===== src/rtl/multicycle_ctrl.sv =====
// rtl/multicycle_ctrl.sv - main control FSM for the multicycle ARM datapath
//
// Sequences fetch/decode/ALU/memory/writeback, owns the NZCV flags register,
// latches the condition-code result once per instruction at the end of DECODE
// and drives every datapath select and write enable combinationally from state.
//
// Ports:
//   clk, reset      clock; asynchronous active-high reset
//   stall           freeze state/counter/flags, force write enables low
//   Op, Funct, Rd,  instruction fields (instr[27:26], [25:20], [15:12], [31:28])
//   Cond
//   ALUFlags        NZCV produced by the ALU this cycle
//   PCWrite, AdrSrc, MemWrite, IRWrite, RegWrite, ResultSrc, ALUSrcA, ALUSrcB,
//   ALUControl, ImmSrc, RegSrc   datapath controls
//   Flags           current NZCV register
//   state           FSM state (debug)
module multicycle_ctrl #(
  parameter int MEM_WAIT = 1
) (
  input  logic       clk,
  input  logic       reset,
  input  logic       stall,
  input  logic [1:0] Op,
  input  logic [5:0] Funct,
  input  logic [3:0] Rd,
  input  logic [3:0] Cond,
  input  logic [3:0] ALUFlags,
  output logic       PCWrite,
  output logic       AdrSrc,
  output logic       MemWrite,
  output logic       IRWrite,
  output logic       RegWrite,
  output logic [1:0] ResultSrc,
  output logic [1:0] ALUSrcA,
  output logic [1:0] ALUSrcB,
  output logic [1:0] ALUControl,
  output logic [1:0] ImmSrc,
  output logic [1:0] RegSrc,
  output logic [3:0] Flags,
  output logic [3:0] state
);

  typedef enum logic [3:0] {
    S_FETCH  = 4'd0,
    S_DECODE = 4'd1,
    S_MEMADR = 4'd2,
    S_MEMRD  = 4'd3,
    S_MEMWB  = 4'd4,
    S_MEMWR  = 4'd5,
    S_EXECR  = 4'd6,
    S_EXECI  = 4'd7,
    S_ALUWB  = 4'd8,
    S_BRANCH = 4'd9
  } state_t;

  localparam int CW = (MEM_WAIT > 1) ? $clog2(MEM_WAIT) : 1;
  localparam logic [CW-1:0] WAIT_LAST = CW'(MEM_WAIT - 1);

  localparam logic [3:0] CMD_AND = 4'b0000;
  localparam logic [3:0] CMD_SUB = 4'b0010;
  localparam logic [3:0] CMD_ADD = 4'b0100;
  localparam logic [3:0] CMD_CMP = 4'b1010;
  localparam logic [3:0] CMD_ORR = 4'b1100;

  state_t        r_state;
  state_t        w_next;
  logic [CW-1:0] r_wait;
  logic [3:0]    r_flags;
  logic          r_condex;

  logic [3:0] w_cmd;
  logic       w_cond_met;
  logic       w_flag_wr;
  logic       w_cv_wr;
  logic       w_fetch;
  logic       w_irw;
  logic       w_memw;
  logic       w_regw;
  logic       w_br;
  logic       w_en;

  assign w_cmd = Funct[4:1];

  // Condition evaluated against the flags as they stand during DECODE.
  always_comb begin
    w_cond_met = 1'b0;
    case (Cond)
      4'b0000: w_cond_met = r_flags[2];
      4'b0001: w_cond_met = ~r_flags[2];
      4'b0010: w_cond_met = r_flags[1];
      4'b0011: w_cond_met = ~r_flags[1];
      4'b0100: w_cond_met = r_flags[3];
      4'b0101: w_cond_met = ~r_flags[3];
      4'b0110: w_cond_met = r_flags[0];
      4'b0111: w_cond_met = ~r_flags[0];
      4'b1000: w_cond_met = r_flags[1] & ~r_flags[2];
      4'b1001: w_cond_met = ~r_flags[1] | r_flags[2];
      4'b1010: w_cond_met = (r_flags[3] == r_flags[0]);
      4'b1011: w_cond_met = (r_flags[3] != r_flags[0]);
      4'b1100: w_cond_met = ~r_flags[2] & (r_flags[3] == r_flags[0]);
      4'b1101: w_cond_met = r_flags[2] | (r_flags[3] != r_flags[0]);
      4'b1110: w_cond_met = 1'b1;
      default: w_cond_met = 1'b0;
    endcase
  end

  assign w_flag_wr = ((r_state == S_EXECR) || (r_state == S_EXECI)) && r_condex && Funct[0];
  // Logical ops leave carry/overflow untouched.
  assign w_cv_wr   = (w_cmd == CMD_ADD) || (w_cmd == CMD_SUB) || (w_cmd == CMD_CMP);

  always_ff @(posedge clk or posedge reset) begin
    if (reset) begin
      r_state  <= S_FETCH;
      r_wait   <= '0;
      r_flags  <= 4'b0000;
      r_condex <= 1'b0;
    end else if (!stall) begin
      r_state <= w_next;
      if (r_state == S_MEMRD && r_wait != WAIT_LAST) begin
        r_wait <= r_wait + CW'(1);
      end else begin
        r_wait <= '0;
      end
      if (r_state == S_DECODE) begin
        r_condex <= w_cond_met;
      end
      if (w_flag_wr) begin
        r_flags[3:2] <= ALUFlags[3:2];
        if (w_cv_wr) begin
          r_flags[1:0] <= ALUFlags[1:0];
        end
      end
    end
  end

  always_comb begin
    w_next     = S_FETCH;
    w_fetch    = 1'b0;
    w_irw      = 1'b0;
    w_memw     = 1'b0;
    w_regw     = 1'b0;
    w_br       = 1'b0;
    AdrSrc     = 1'b0;
    ResultSrc  = 2'b00;
    ALUSrcA    = 2'b00;
    ALUSrcB    = 2'b00;
    ALUControl = 2'b00;
    case (r_state)
      S_FETCH: begin
        w_next    = S_DECODE;
        w_fetch   = 1'b1;
        w_irw     = 1'b1;
        ALUSrcA   = 2'b01;
        ALUSrcB   = 2'b10;
        ResultSrc = 2'b10;
      end
      S_DECODE: begin
        ALUSrcA   = 2'b01;
        ALUSrcB   = 2'b10;
        ResultSrc = 2'b10;
        case (Op)
          2'b00:   w_next = Funct[5] ? S_EXECI : S_EXECR;
          2'b01:   w_next = S_MEMADR;
          2'b10:   w_next = S_BRANCH;
          default: w_next = S_FETCH;
        endcase
      end
      S_MEMADR: begin
        w_next  = Funct[0] ? S_MEMRD : S_MEMWR;
        ALUSrcB = 2'b01;
      end
      S_MEMRD: begin
        w_next = (r_wait == WAIT_LAST) ? S_MEMWB : S_MEMRD;
        AdrSrc = 1'b1;
      end
      S_MEMWB: begin
        ResultSrc = 2'b01;
        w_regw    = 1'b1;
      end
      S_MEMWR: begin
        AdrSrc = 1'b1;
        w_memw = 1'b1;
      end
      S_EXECR, S_EXECI: begin
        w_next  = S_ALUWB;
        ALUSrcB = (r_state == S_EXECI) ? 2'b01 : 2'b00;
        case (w_cmd)
          CMD_SUB, CMD_CMP: ALUControl = 2'b01;
          CMD_AND:          ALUControl = 2'b10;
          CMD_ORR:          ALUControl = 2'b11;
          default:          ALUControl = 2'b00;
        endcase
      end
      S_ALUWB: begin
        ResultSrc = 2'b00;
        w_regw    = (w_cmd != CMD_CMP);
      end
      S_BRANCH: begin
        ALUSrcB   = 2'b01;
        ResultSrc = 2'b10;
        w_br      = 1'b1;
      end
      default: w_next = S_FETCH;
    endcase
  end

  // Enables are killed while frozen or held in reset; selects stay as decoded.
  assign w_en     = ~stall & ~reset;
  assign PCWrite  = w_en & (w_fetch | (r_condex & (w_br | (w_regw & (Rd == 4'd15)))));
  assign IRWrite  = w_en & w_irw;
  assign MemWrite = w_en & w_memw & r_condex;
  assign RegWrite = w_en & w_regw & r_condex & (Rd != 4'd15);
  assign ImmSrc   = Op;
  assign RegSrc   = {Op == 2'b01, Op == 2'b10};
  assign Flags    = r_flags;
  assign state    = r_state;

endmodule


===== config.mk =====
export PLATFORM = sky130hd
export DESIGN_NAME = multicycle_ctrl
export DESIGN_NICKNAME = d
export VERILOG_FILES = /design/src/rtl/multicycle_ctrl.sv
export SDC_FILE = /design/constraint.sdc
export NUM_CORES = 1
export LEC_CHECK = 0
export CAP_MARGIN = 20
export CORE_MARGIN = 2
export CORE_UTILIZATION = 35
export DETAILED_ROUTE_END_ITERATION = 8
export PLACE_DENSITY_LB_ADDON = 0.25
export SLEW_MARGIN = 20
export SYNTH_ARGS = -nofsm -noshare
export SYNTH_HDL_FRONTEND = slang
export SYNTH_SLANG_ARGS = --single-unit

===== constraint.sdc =====
create_clock -name clk -period 3.55 [get_ports clk]
set_input_delay 1.065 -clock clk [delete_from_list [all_inputs] [get_ports clk]]
set_output_delay 1.065 -clock clk [all_outputs]
set_load 0.05 [all_outputs]

==> results.yml, run 1 <==
outcome:
  status: "finished clean"
synthesis:
  synth_edf_count: 0
  synthTopCellsByCount: "10 x dfrtp_1, 10 x nand2_1, 9 x nor3_1, 6 x xor2_1"
  yosysUniqueCellTypes: 43
  syn_area_per_cell_um2: 8.39
  synth.area.mux_share_pct: 5.91
  syn_nets: 134
  synth.top_cell.area_share_pct: 26.9
  synth_top_area_cell: "dfrtp_1"
  syn_area_um2: 931
  async_flop_share_pct: 100
  synth_compound_area_share_pct: 16.1
  synth_top_family_by_area: "simple AND/OR/NAND/NOR gates"
  synth_adder_area_share_pct: 0
  ys_top_cells_by_area: "dfrtp_1 27%, xor2_1 5.6%, nor3_1 4.8%"
  ys_seq_area_share_pct: 26.9
  synth-warning-count: 0
  synth_flop_cell: "dfrtp_1"
  syn_inst: 111
  ys_ff_latch: 10
  yosys.area_share.simple_pct: 35.5
  synth_xor_area_share_pct: 7.53
cts:
  numCtsBuffers: 3
  postCtsSetupBuffers: 0
  hold_buffers: 0
  cts_sinks: 10
  clock_latency_ns: 0.26
  htree_levels: 1
  cts_tree: "done"
  cts_root_buf: "clkbuf_4"
  clk_pin_slew_ns: 0.06
  clock_path_buffers: 2
worst_hold_path:
  hp-start: "r_wait"
  hp-class: "register to register"
global_routing:
  grt_util_met2_pct: 32.1
  grt_max_degree: 18
  grt_overflow_total: 0
  met3_usage_pct: 4.42
  grt_pass1_vias: 1051
  grt_most_used_layer: "met2"
  grt_usage_pct: 17.7
  antenna_found_initial: 0
  grt_pass1_wl_mm: 4.46
  grt_util_met1_pct: 19.5
final_layout:
  fin_nets: 187
  fin_util_pct: 65.3
  fin_cells: 193
  drive_above_1_share_pct: 24.5
  antenna_cells: 0
  areaGrowthSynthToFinish_pct: 75.4
  fill_cells: 214
route:
  routedWlPerCell_um: 13.9
  drtIter0Drc: 14
  ant_nets: 0
  route.detailed.drc: 0
  vias_per_cell: 5.33
  dr.pass1.iters: 4
  vias: 1029
  wl_mm: 2.68
timing:
  final-hold-violation-count: 0
  min_period_over_period_pct: 99.0
  skew_ns: 0.0114
  slew_viol_final: 0
  tightest_slew_ns: 0.600
  rsz0062_at_grt: "no"
  slew_headroom_pct: 60.0
  min_period_ns: 3.51
  setup_violations: 0
  maxClockFrequency_mhz: 285
worst_setup_path:
  criticalPathCategory: "primary input to output pin"
  arrival_ns: 2.45
  cp.required_ns: 2.48
  crit_fanout: 2
  critPathCaptureType: "output pin"
  crit_start: "Funct[3]"
  start_kind: "primary input"
  r2r_start: "state[2]"
power:
  power_frac_comb_pct: 69.3
  sw_frac_of_total_pct: 54.4
  power_mw: 1.19
  powerDensity_nw_per_um2: 732
  intPower_mw: 0.545
  switching_power_mw: 0.649
  pwr-share-seq_pct: 22.3
  leakage_nw: 0.678
  ir_drop_uv: 948
  p_clk_share_pct: 8.4
floorplanning:
  fp.dieH_um: 55.6
  initial_core_util_pct: 37.2
  die_area_um2: 3090
  core_um2: 2500
  io_pins: 48
  die_x_um: 55.6
  rows: 18
flow_run:
  cap_violations: 0
place:
  placed_cells: 189
  gp_congestion: 0.832
  dp_hpwl_mm: 2.10
  port_buffers: 46
-- cell type report --
cell class	count	area (um2)	share of cell area [%]
sequential	10	250	15.3
inverter	2	7.51	0.460
multi-input combinational	90	659	40.4
tap	30	37.5	2.30
clock buffer	4	36.3	2.22
timing repair buffer	57	642	39.3
-- power by group through the flow --
stage / sequential (mW) / clock (mW) / combinational, mW
after floorplan: 0.296 / 0 / 0.486
after global placement: 0.254 / 0 / 0.805
after global routing: 0.276 / 0.110 / 0.867
after CTS: 0.263 / 0.104 / 0.823
final: 0.266 / 0.101 / 0.828
after detailed placement: 0.261 / 0 / 0.813
-- stage by stage --
stage	instance area [um2]	setup slack [ns]	TNS [ns]	hold WS (ns)
2_1_floorplan	948	-0.00764	-0.00764	0.494
3_5_place_dp	1570	-0.234	-0.433	0.524
3_3_place_gp	1570	-0.178	-0.284	0.523
6_report	1630	0.0351	0	0.542
5_1_grt	1630	0.00502	0	0.582
4_1_cts	1620	0.00623	0	0.546
-- metal layers --
metal / wire, um / vias up
met4: 22 / 0
met2: 1350 / 29
met3: 133 / 2
met1: 1170 / 487
met5: 0 / -
li1: - / 511
-- flip-flops by register name (all words and copies together) (netlist names) --
name / cells
r_condex: 1
state: 4
Flags: 4
r_wait: 1
-- cells by family after synthesis --
logic type,after synthesis
DFF,10
muxes,5
other,1
buffers and inverters,11
xor gates and xnor gates,8
AOI/OAI and AO/OA,22
and+or+nand+nor,54
-- worst max-delay path, cell delays in order --
cell and delay, ns:
dlygate4sd2_1 0.26, nand2b_4 0.15, or3b_4 0.37, a21oi_2 0.13, o32ai_1 0.10, a21o_1 0.23, buf_12 0.15
-- final timing paths --
kind                            cells after the start  endpoint  slack, ns
worst max-delay path                                7   PCWrite       0.04
worst min-delay path                                1    r_wait       0.54
worst max register to register                      5  Flags[1]       1.59
worst min register to register                      1    r_wait       0.54
max in group asynchronous                           3  r_condex       1.93
min in group asynchronous                           3  state[1]       1.32
-- cells in the final DEF (no fill, tap or decap), types with 2 or more instances in the layout --
cell type         n
a21oi_1           4
dlygate4sd2_1     3
nand3_1           2
nand2b_1          5
nor2_1            2
a31oi_1           2
nor4_1            2
xnor2_1           2
dfrtp_1          10
a22o_2            2
nor2b_1           2
nor3_1            8
inv_1             2
and2_1            2
nor3b_1           3
o211ai_1          2
buf_12           10
buf_4            11
nand2_1          10
o21ai_0           3
o32ai_1           2
xor2_1            6
a211oi_1          2
mux2_1            2
clkdlybuf4s50_1  32
clkbuf_4          3
mux2_2            2
nand3b_1          4
-- what timing repair did --
item / 4_1_cts / 5_1_grt
pin swaps: 2 / 4
resized for setup: 8 / 3
cloned: 0 / 0
endpoints found under the setup margin: 4 / 3
No activity file was read; power rests on OpenSTA's default activity.
==> run 2: changes to the inputs <==
- CTS_CLUSTER_SIZE: not set -> 40
- PLACE_DENSITY: not set -> 0.72
- PLACE_DENSITY_LB_ADDON: 0.25 -> not set
==> results.yml, run 2 (synthesis gave the netlist of run 1 again) <==
route:
  wl_mm: 2.70
  ant_nets: 0
  dr.pass1.iters: 4
  vias_per_cell: 5.55
  vias: 1065
  drtIter0Drc: 25
  routedWlPerCell_um: 14.1
  route.detailed.drc: 0
cts:
  postCtsSetupBuffers: 0
  hold_buffers: 0
  numCtsBuffers: 3
  cts_sinks: 10
  cts_tree: "done"
  clock_path_buffers: 2
  cts_root_buf: "clkbuf_4"
  htree_levels: 1
  clock_latency_ns: 0.26
  clk_pin_slew_ns: 0.06
place:
  port_buffers: 46
  gp_congestion: 0.774
  dp_hpwl_mm: 2.09
worst_setup_path:
  crit_fanout: 2
  cpPeakStageDelay_ns: 0.42
  path_cells: "clkdlybuf4s50_1 -> or3b_4 -> a21oi_2 -> o32ai_1 -> a21o_1 -> buf_12"
  path_delay_family: "buffers and inverters"
  rr_worst_depth: 5
  arrival_ns: 2.44
  start_kind: "primary input"
  crit_buf_inv: 2
  r2r_start: "state[2]"
  criticalPathCategory: "primary input to output pin"
  cp.required_ns: 2.48
  critPathCaptureType: "output pin"
  slowest_stage: "clkdlybuf4s50_1"
  worstReg2RegEnd: "Flags[1]"
  r2r_slack_ns: 1.58
worst_hold_path:
  holdPathEnd: "r_wait"
  hp-start: "r_wait"
  hp-class: "register to register"
  hold-path-cell-count: 1
flow_run:
  cap_violations: 0
timing:
  setup-tns-final_ns: 0
  maxClockFrequency_mhz: 285
  rsz0062_at_grt: "yes"
  tightest_slew_ns: 0.588
  final-hold-violation-count: 0
  min_period_ns: 3.51
  min_period_over_period_pct: 98.8
  setup_violations: 0
  slew_headroom_pct: 60.8
  slew_viol_final: 0
  holdWs_ns: 0.544
  skew_ns: 0.00221
floorplanning:
  io_pins: 48
  core_um2: 2500
  die_x_um: 55.6
  rows: 18
  initial_core_util_pct: 37.2
  fp.dieH_um: 55.6
  die_area_um2: 3090
global_routing:
  grt_usage_pct: 17.8
  grt_pass1_vias: 1023
  grt_max_degree: 18
  antenna_found_initial: 0
  grt_overflow_total: 0
  grt_pass1_wl_mm: 4.46
final_layout:
  antenna_cells: 0
  fin_nets: 187
  drive_above_1_share_pct: 23.5
  final_cell_mix: "33 x clkdlybuf4s50_1, 11 x buf_4, 10 x dfrtp_1, 10 x nand2_1, 10 x buf_12"
  areaGrowthSynthToFinish_pct: 73.1
  final_common_cell: "clkdlybuf4s50_1"
power:
  ir_drop_uv: 992
  leakage_nw: 0.663
  power_mw: 1.17
  powerDensity_nw_per_um2: 726
outcome:
  status: "finished clean"
-- run 2: repair_timing --
action | in CTS | in global routing
resized for setup | 5 | 4
endpoints found under the setup margin | 3 | 4
pin swaps | 4 | 2
-- run 2: how the worst max path moves through the flow --
stage | from | depth (start not counted) | slack (ns) | to
after global placement | Funct[2] | 7 | -0.15 | PCWrite
after floorplan | stall | 3 | -0.008 | PCWrite
after detailed placement | Funct[2] | 7 | -0.18 | PCWrite
final | Funct[1] | 6 | 0.04 | PCWrite
after CTS | stall | 5 | -0.007 | PCWrite
after global routing | stall | 6 | -0.03 | RegWrite
-- run 2: routing by layer --
metal / vias up / part of all wire [%] / GRT usage, %
li1: 512 / - / -
met1: 507 / 39 / 20.7
met2: 44 / 53 / 31.1
met3: 2 / 7.5 / 5.12
met4: 0 / 0.74 / 5.92
met5: - / 0 / 0
-- run 2: worst register-to-register path, cell delays in order (launching register included) --
cell and delay [ns]:
dfrtp_1 0.67, and2b_1 0.21, nand2_1 0.13, nor3_2 0.29, and2_1 0.21, mux2_1 0.33
-- run 2: layout make-up --
class                           count  area (um2)
Inverter                            2        7.51
Clock buffer                        3        22.5
Multi-Input combinational cell     90         654
Fill cell                         211         888
Tap cell                           30        37.5
Timing Repair Buffer               57         639
Sequential cell                    10         250
-- run 2: stage by stage --
stage | setup slack [ns] | cell area [um2] | utilization (%) | instances
finish | 0.0431 | 1610 | 64.5 | 192
global route | -0.0282 | 1610 | 64.5 | 192
CTS | -0.00723 | 1590 | 63.8 | 192
detailed placement | -0.182 | 1570 | 62.6 | 189
global placement | -0.147 | 1570 | 62.6 | 189
floorplan | -0.00764 | 948 | - | 111
-- run 2: report_power, final --
group	internal, mW	switching, mW	total [mW]
Clock	0.0390	0.0350	0.0740
Combinational	0.336	0.504	0.840
Sequential	0.148	0.108	0.256
Total	0.523	0.647	1.17
